## src/rtl/matmul3x3_mac_engine.sv

```systemverilog
// 3x3 signed matrix-multiply engine behind a decoded register bus; one shared MAC, 4 cycles per C element.
// Optional build macro MATMUL_SAT_EN: saturate stored results instead of wrapping.
module matmul3x3_mac_engine #(
  parameter int DATA_W = 16,
  parameter int ACC_W  = 32,
  parameter int GUARD  = 2
) (
  input  logic        system1000,
  input  logic        system1000_rst,
  input  logic [31:0] bus_addr,
  input  logic [31:0] bus_wdata,
  input  logic        bus_wen,
  input  logic        bus_ren,
  output logic [31:0] bus_rdata,
  output logic        bus_ack,
  output logic        bus_err,
  output logic        irq_done
);

  localparam int AW = 2*DATA_W + GUARD;

  typedef enum logic [1:0] {IDLE, MAC, STORE} state_t;

  state_t state_q, state_d;

  logic signed [DATA_W-1:0] a_mem [9];
  logic signed [DATA_W-1:0] b_mem [9];
  logic signed [ACC_W-1:0]  c_mem [9];
  logic signed [AW-1:0]     acc_q;
  logic [1:0] i_q, j_q, k_q;
  logic       done_q;
  logic       busy;
  logic       last_elem;

  assign busy      = (state_q != IDLE);
  assign last_elem = (i_q == 2'd2) && (j_q == 2'd2);

  // ---------------- bus decode ----------------
  logic [5:0]  off;
  logic [3:0]  b_idx, c_idx;
  logic        is_a, is_b, is_c, is_ctrl, is_stat;
  logic        req, bad, start_acc, wr_a, wr_b;
  logic [31:0] rd_val;
  logic        unused_bits;

  assign off   = bus_addr[7:2];
  assign b_idx = off[3:0] - 4'd9;   // modulo-16 offset into B (0x24..0x44)
  assign c_idx = off[3:0] - 4'd2;   // 18 mod 16 == 2 (0x48..0x68)
  assign unused_bits = ^{bus_addr[31:8], bus_addr[1:0], bus_wdata[31:DATA_W]};

  always_comb begin
    is_a    = (off < 6'd9);
    is_b    = (off >= 6'd9)  && (off < 6'd18);
    is_c    = (off >= 6'd18) && (off < 6'd27);
    is_ctrl = (off == 6'd28);
    is_stat = (off == 6'd29);
    req     = bus_wen | bus_ren;
    bad     = 1'b0;
    if (bus_wen && bus_ren)
      bad = 1'b1;
    else if (bus_wen) begin
      if (is_a || is_b)  bad = busy;
      else if (is_ctrl)  bad = busy && bus_wdata[0];
      else               bad = 1'b1;
    end else if (bus_ren)
      bad = !(is_a || is_b || is_c || is_ctrl || is_stat);
    start_acc = bus_wen && !bus_ren && is_ctrl && bus_wdata[0] && !busy;
    wr_a      = bus_wen && !bad && is_a;
    wr_b      = bus_wen && !bad && is_b;

    rd_val = '0;
    if (is_a)         rd_val = 32'(a_mem[off[3:0]]);
    else if (is_b)    rd_val = 32'(b_mem[b_idx]);
    else if (is_c)    rd_val = 32'(c_mem[c_idx]);
    else if (is_stat) rd_val = {30'd0, done_q, busy};
  end

  always_ff @(posedge system1000) begin
    if (system1000_rst) begin
      bus_ack   <= 1'b0;
      bus_err   <= 1'b0;
      bus_rdata <= '0;
    end else begin
      bus_ack   <= req;
      bus_err   <= req && bad;
      bus_rdata <= (bus_ren && !bus_wen && !bad) ? rd_val : '0;
    end
  end

  // ---------------- MAC datapath ----------------
  logic [3:0]              a_sel, b_sel, c_sel;
  logic signed [2*DATA_W-1:0] prod;
  logic signed [AW-1:0]    acc_sum;
  logic signed [ACC_W-1:0] store_val;

  always_comb begin
    a_sel   = 4'(i_q) * 4'd3 + 4'(k_q);
    b_sel   = 4'(k_q) * 4'd3 + 4'(j_q);
    c_sel   = 4'(i_q) * 4'd3 + 4'(j_q);
    prod    = (2*DATA_W)'(a_mem[a_sel]) * (2*DATA_W)'(b_mem[b_sel]);
    acc_sum = acc_q + {{GUARD{prod[2*DATA_W-1]}}, prod};
`ifdef MATMUL_SAT_EN
    // Upper bits all equal to the ACC_W sign bit means the value fits.
    if ((acc_q[AW-1:ACC_W-1] == '0) || (acc_q[AW-1:ACC_W-1] == '1))
      store_val = acc_q[ACC_W-1:0];
    else if (acc_q[AW-1])
      store_val = {1'b1, {(ACC_W-1){1'b0}}};
    else
      store_val = {1'b0, {(ACC_W-1){1'b1}}};
`else
    store_val = acc_q[ACC_W-1:0];
`endif
  end

  // ---------------- FSM ----------------
  always_ff @(posedge system1000) begin
    if (system1000_rst) state_q <= IDLE;
    else                state_q <= state_d;
  end

  always_comb begin
    state_d = state_q;
    case (state_q)
      IDLE:    if (start_acc) state_d = MAC;
      MAC:     if (k_q == 2'd2) state_d = STORE;
      STORE:   state_d = last_elem ? IDLE : MAC;
      default: state_d = IDLE;
    endcase
  end

  always_ff @(posedge system1000) begin
    if (system1000_rst) begin
      for (int unsigned n = 0; n < 9; n++) begin
        a_mem[n] <= '0;
        b_mem[n] <= '0;
        c_mem[n] <= '0;
      end
      acc_q    <= '0;
      i_q      <= '0;
      j_q      <= '0;
      k_q      <= '0;
      done_q   <= 1'b0;
      irq_done <= 1'b0;
    end else begin
      irq_done <= 1'b0;
      if (wr_a) a_mem[off[3:0]] <= bus_wdata[DATA_W-1:0];
      if (wr_b) b_mem[b_idx]    <= bus_wdata[DATA_W-1:0];
      if (start_acc) begin
        acc_q  <= '0;
        i_q    <= '0;
        j_q    <= '0;
        k_q    <= '0;
        done_q <= 1'b0;
      end
      case (state_q)
        MAC: begin
          acc_q <= acc_sum;
          k_q   <= (k_q == 2'd2) ? 2'd0 : k_q + 2'd1;
        end
        STORE: begin
          c_mem[c_sel] <= store_val;
          acc_q        <= '0;
          if (j_q == 2'd2) begin
            j_q <= '0;
            i_q <= last_elem ? 2'd0 : i_q + 2'd1;
          end else
            j_q <= j_q + 2'd1;
          if (last_elem) begin
            done_q   <= 1'b1;
            irq_done <= 1'b1;
          end
        end
        default: ;
      endcase
    end
  end

endmodule

```

## config.mk

```make
export PLATFORM = sky130hd
export DESIGN_NAME = matmul3x3_mac_engine
export DESIGN_NICKNAME = d
export VERILOG_FILES = /design/src/rtl/matmul3x3_mac_engine.sv
export SDC_FILE = /design/constraint.sdc
export NUM_CORES = 2
export LEC_CHECK = 0
export CAP_MARGIN = 20
export CORE_MARGIN = 1.5
export CORE_UTILIZATION = 57
export CTS_CLUSTER_DIAMETER = 120
export DETAILED_ROUTE_END_ITERATION = 7
export GPL_TIMING_DRIVEN = 0
export PLACE_DENSITY = 0.74
export SYNTH_ARGS = -nofsm -noshare
export SYNTH_HDL_FRONTEND = slang
export SYNTH_SLANG_ARGS = --single-unit
```

## constraint.sdc

```tcl
create_clock -name system1000 -period 10.7 [get_ports system1000]
set_input_delay 1.07 -clock system1000 [delete_from_list [all_inputs] [get_ports system1000]]
set_output_delay 1.07 -clock system1000 [all_outputs]
set_load 0.05 [all_outputs]
```

==> qor.yml <==
status: "complete, but fails checks"
violations: "design-rule violations"
hold_class: "reg -> reg"
reg2regPathDepth: 35
clock_sinks: 1100
die_area_um2: 109000
num_rows: 119
post-synth-top-area-cell: "edfxtp_1"
drtPass1Iterations: 8
cp_common_cell: "fa_1"
grt_usage: 0.324
crit_slowest_cell: "fa_1"
r2r-start: "j_q[1]$_SDFFE_PP0P_"
startpoint_type: "register"
synth-seq-cells: 1100
critPathKind: "reg -> reg"
routed_wl_um: 174000
use_met1: 0.418
ys_warn_count: 0
grtUsageMet2: 0.517
num-nets-final: 4847
synthTopCellsByArea: "edfxtp_1 (51%), mux4_2 (16%), fa_1 (8.8%), and2_1 (4.6%), ha_1 (2.7%)"
hold_viol: 0
area_growth_pct: 12.9
fp.dieW_um: 330
drive_gt1_frac: 0.196
critPathMaxFanout: 10
clk_latency_ps: 760
coreArea_um2: 106000
synth_top_area_frac: 0.506
avgSynthCellArea_um2: 14.9
vias_per_cell: 6.49
antenna_found_initial: 11
yosys-top-cells-count: "edfxtp_1 (1024), and2_1 (443), mux4_2 (443), inv_1 (339), fa_1 (268)"
post-route-period-util: 0.967
max-clock-path-buffers: 3
worstMarginPinSlew_ps: 1160
dp_hpwl_um: 124000
synth_area_um2: 60800
yosys.cell_types.count: 75
place_congestion: 0.974
grt_pass1_vias: 38100
crit_required_ps: 11340
use_met3: 0.0807
clkTransAtPathRegs_ps: 70
finalMaxSlewViolations: 0
ff2ff_setup_slack_ps: 350
ant_nets: 0
die_y_um: 330
cts_root_buffer: "clkbuf_16"
floorplan.initialDensity: 0.576
cp.arrival_ps: 10990
postSynth.asyncResetShare: 0
synth_edf_count: 1024
critical_path.max_stage_delay_ps: 560
power_w: 0.0122
max-vdd-ir-drop_v: 0.000155
grt_pass1_wl_um: 253000
cts_tree: "done"
setup_viol: 0
ys_seq_area_frac: 0.531
final_util: 0.650
synth_most_common_cell: "edfxtp_1"
r2r_end: "acc_q[30]$_SDFFE_PP0P_"
first_iter_violations: 5144
cts_buffers: 107
syn_inst: 4092
crit_end: "acc_q[30]$_SDFFE_PP0P_"
fmax_ghz: 0.0967
wl_per_cell_um: 29.7
fin_crit_ps: 10350
num_io_pins: 103
cts_max_level: 3
grt-busiest-layer: "met2"
max_slew_margin: 0.223
clock_skew_ps: 61.5
drc_errors: 6
maxCapViolations: 0
endpoint_kind: "register"
critPathLaunch: "j_q[1]$_SDFFE_PP0P_"
grt-ovfl-total: 0
io_buffer_count: 58
power.density_nw_per_um2: 178
power_leakage_nw: 26.3
grt_max_degree: 24
synth-main-ff-cell: "edfxtp_1"
vias: 38100
-- area by class of cell --
cell class | instances | area, µm²
Antenna cell | 5 | 12.5
Buffer | 246 | 1250
Clock buffer | 145 | 2970
Clock inverter | 59 | 842
Fill cell | 7325 | 36900
Inverter | 345 | 1300
Multi-Input combinational cell | 2454 | 26800
Sequential cell | 1100 | 32300
Tap cell | 1391 | 1740
Timing Repair Buffer | 125 | 1500
-- flip-flops by register name, summed over array words and instances, names as in the netlist --
signal and cells:
a_mem 256, acc_q 32, b_mem 256, bus_ack 1, bus_err 1, bus_rdata 32, c_mem 512, done_q 1
i_q 2, irq_done 1, j_q 2, k_q 2, state_q 2
-- timing repair --
| action | CTS | global route |
|---|---|---|
| pin swaps | 1 | 4 |
| buffers inserted | 5 | 21 |
| cloned | 0 | 1 |
| endpoints found under the hold margin | 0 | 0 |
| resized for setup | 49 | 93 |
| hold buffers | 0 | 0 |
| endpoints found under the setup margin | 18 | 11 |
-- layout by cell type, fill, tap and decap left out, types with 36 or more instances in the layout --
cell,n
a21oi_1,54
conb_1,64
fa_1,267
and2_1,443
clkbuf_16,107
xnor2_1,51
nand2_1,182
buf_4,36
inv_1,336
edfxtp_1,1024
nor2_1,181
buf_2,59
dfxtp_1,72
mux4_2,443
ha_1,131
nor2b_1,48
and3_1,169
clkbuf_1,158
clkdlybuf4s50_1,58
-- power breakdown --
group          internal (W)  leakage (nW)  switching (W)  total (W)
combinational       0.00135          13.7        0.00194    0.00330
sequential          0.00478          10.8      0.0000454    0.00483
clock               0.00235          1.84        0.00173    0.00409
total               0.00849          26.3        0.00372     0.0122
-- worst min path at each step --
stage,startpoint,endpoint,slack [ps],cells past startpoint
2_1_floorplan,done_q$_SDFF_PP0_,done_q$_SDFF_PP0_,460,1
6_report,k_q[0]$_SDFFE_PP0P_,k_q[0]$_SDFFE_PP0P_,520,2
3_3_place_gp,done_q$_SDFF_PP0_,done_q$_SDFF_PP0_,480,1
3_5_place_dp,done_q$_SDFF_PP0_,done_q$_SDFF_PP0_,490,1
4_1_cts,done_q$_SDFF_PP0_,done_q$_SDFF_PP0_,510,1
5_1_grt,done_q$_SDFF_PP0_,done_q$_SDFF_PP0_,530,1
-- through the flow --
stage          TNS, ps  cells  cell area, µm²  worst slack, ps  hold slack, ps
2_1_floorplan        0   4155           61000              746             460
3_3_place_gp    -13850   5604           63400            -1420             479
3_5_place_dp    -13610   5642           64200            -1420             492
4_1_cts          -22.1   5844           68200            -22.1             510
5_1_grt          -34.5   5867           68600            -34.5             528
6_report             0   5870           68700              354             521
-- routing by layer --
| layer | vias up | part of all wire |
|---|---|---|
| li1 | 15600 | - |
| met1 | 19200 | 0.35 |
| met2 | 2698 | 0.47 |
| met3 | 574 | 0.11 |
| met4 | 8 | 0.061 |
| met5 | - | 0.00032 |
-- worst max-delay path, delay by kind of cell, from the launching register on --
kind	cells	cell delay, ps
buffers and inverters	9	1520
AOI/OAI and AO/OA	9	2270
xor gates and xnor gates	2	300
adders and majority gates	10	4470
DFF	1	380
muxes	2	670
and+or+nand+nor	3	630
-- kinds of logic after synthesis --
logic type	synth area share
DFF	0.531
buffers and inverters	0.0391
xor gates and xnor gates	0.0104
other	0.0000617
AOI/OAI and AO/OA	0.0335
adders and majority gates	0.115
and+or+nand+nor	0.102
muxes	0.169
(Power assumes the default switching activity.)
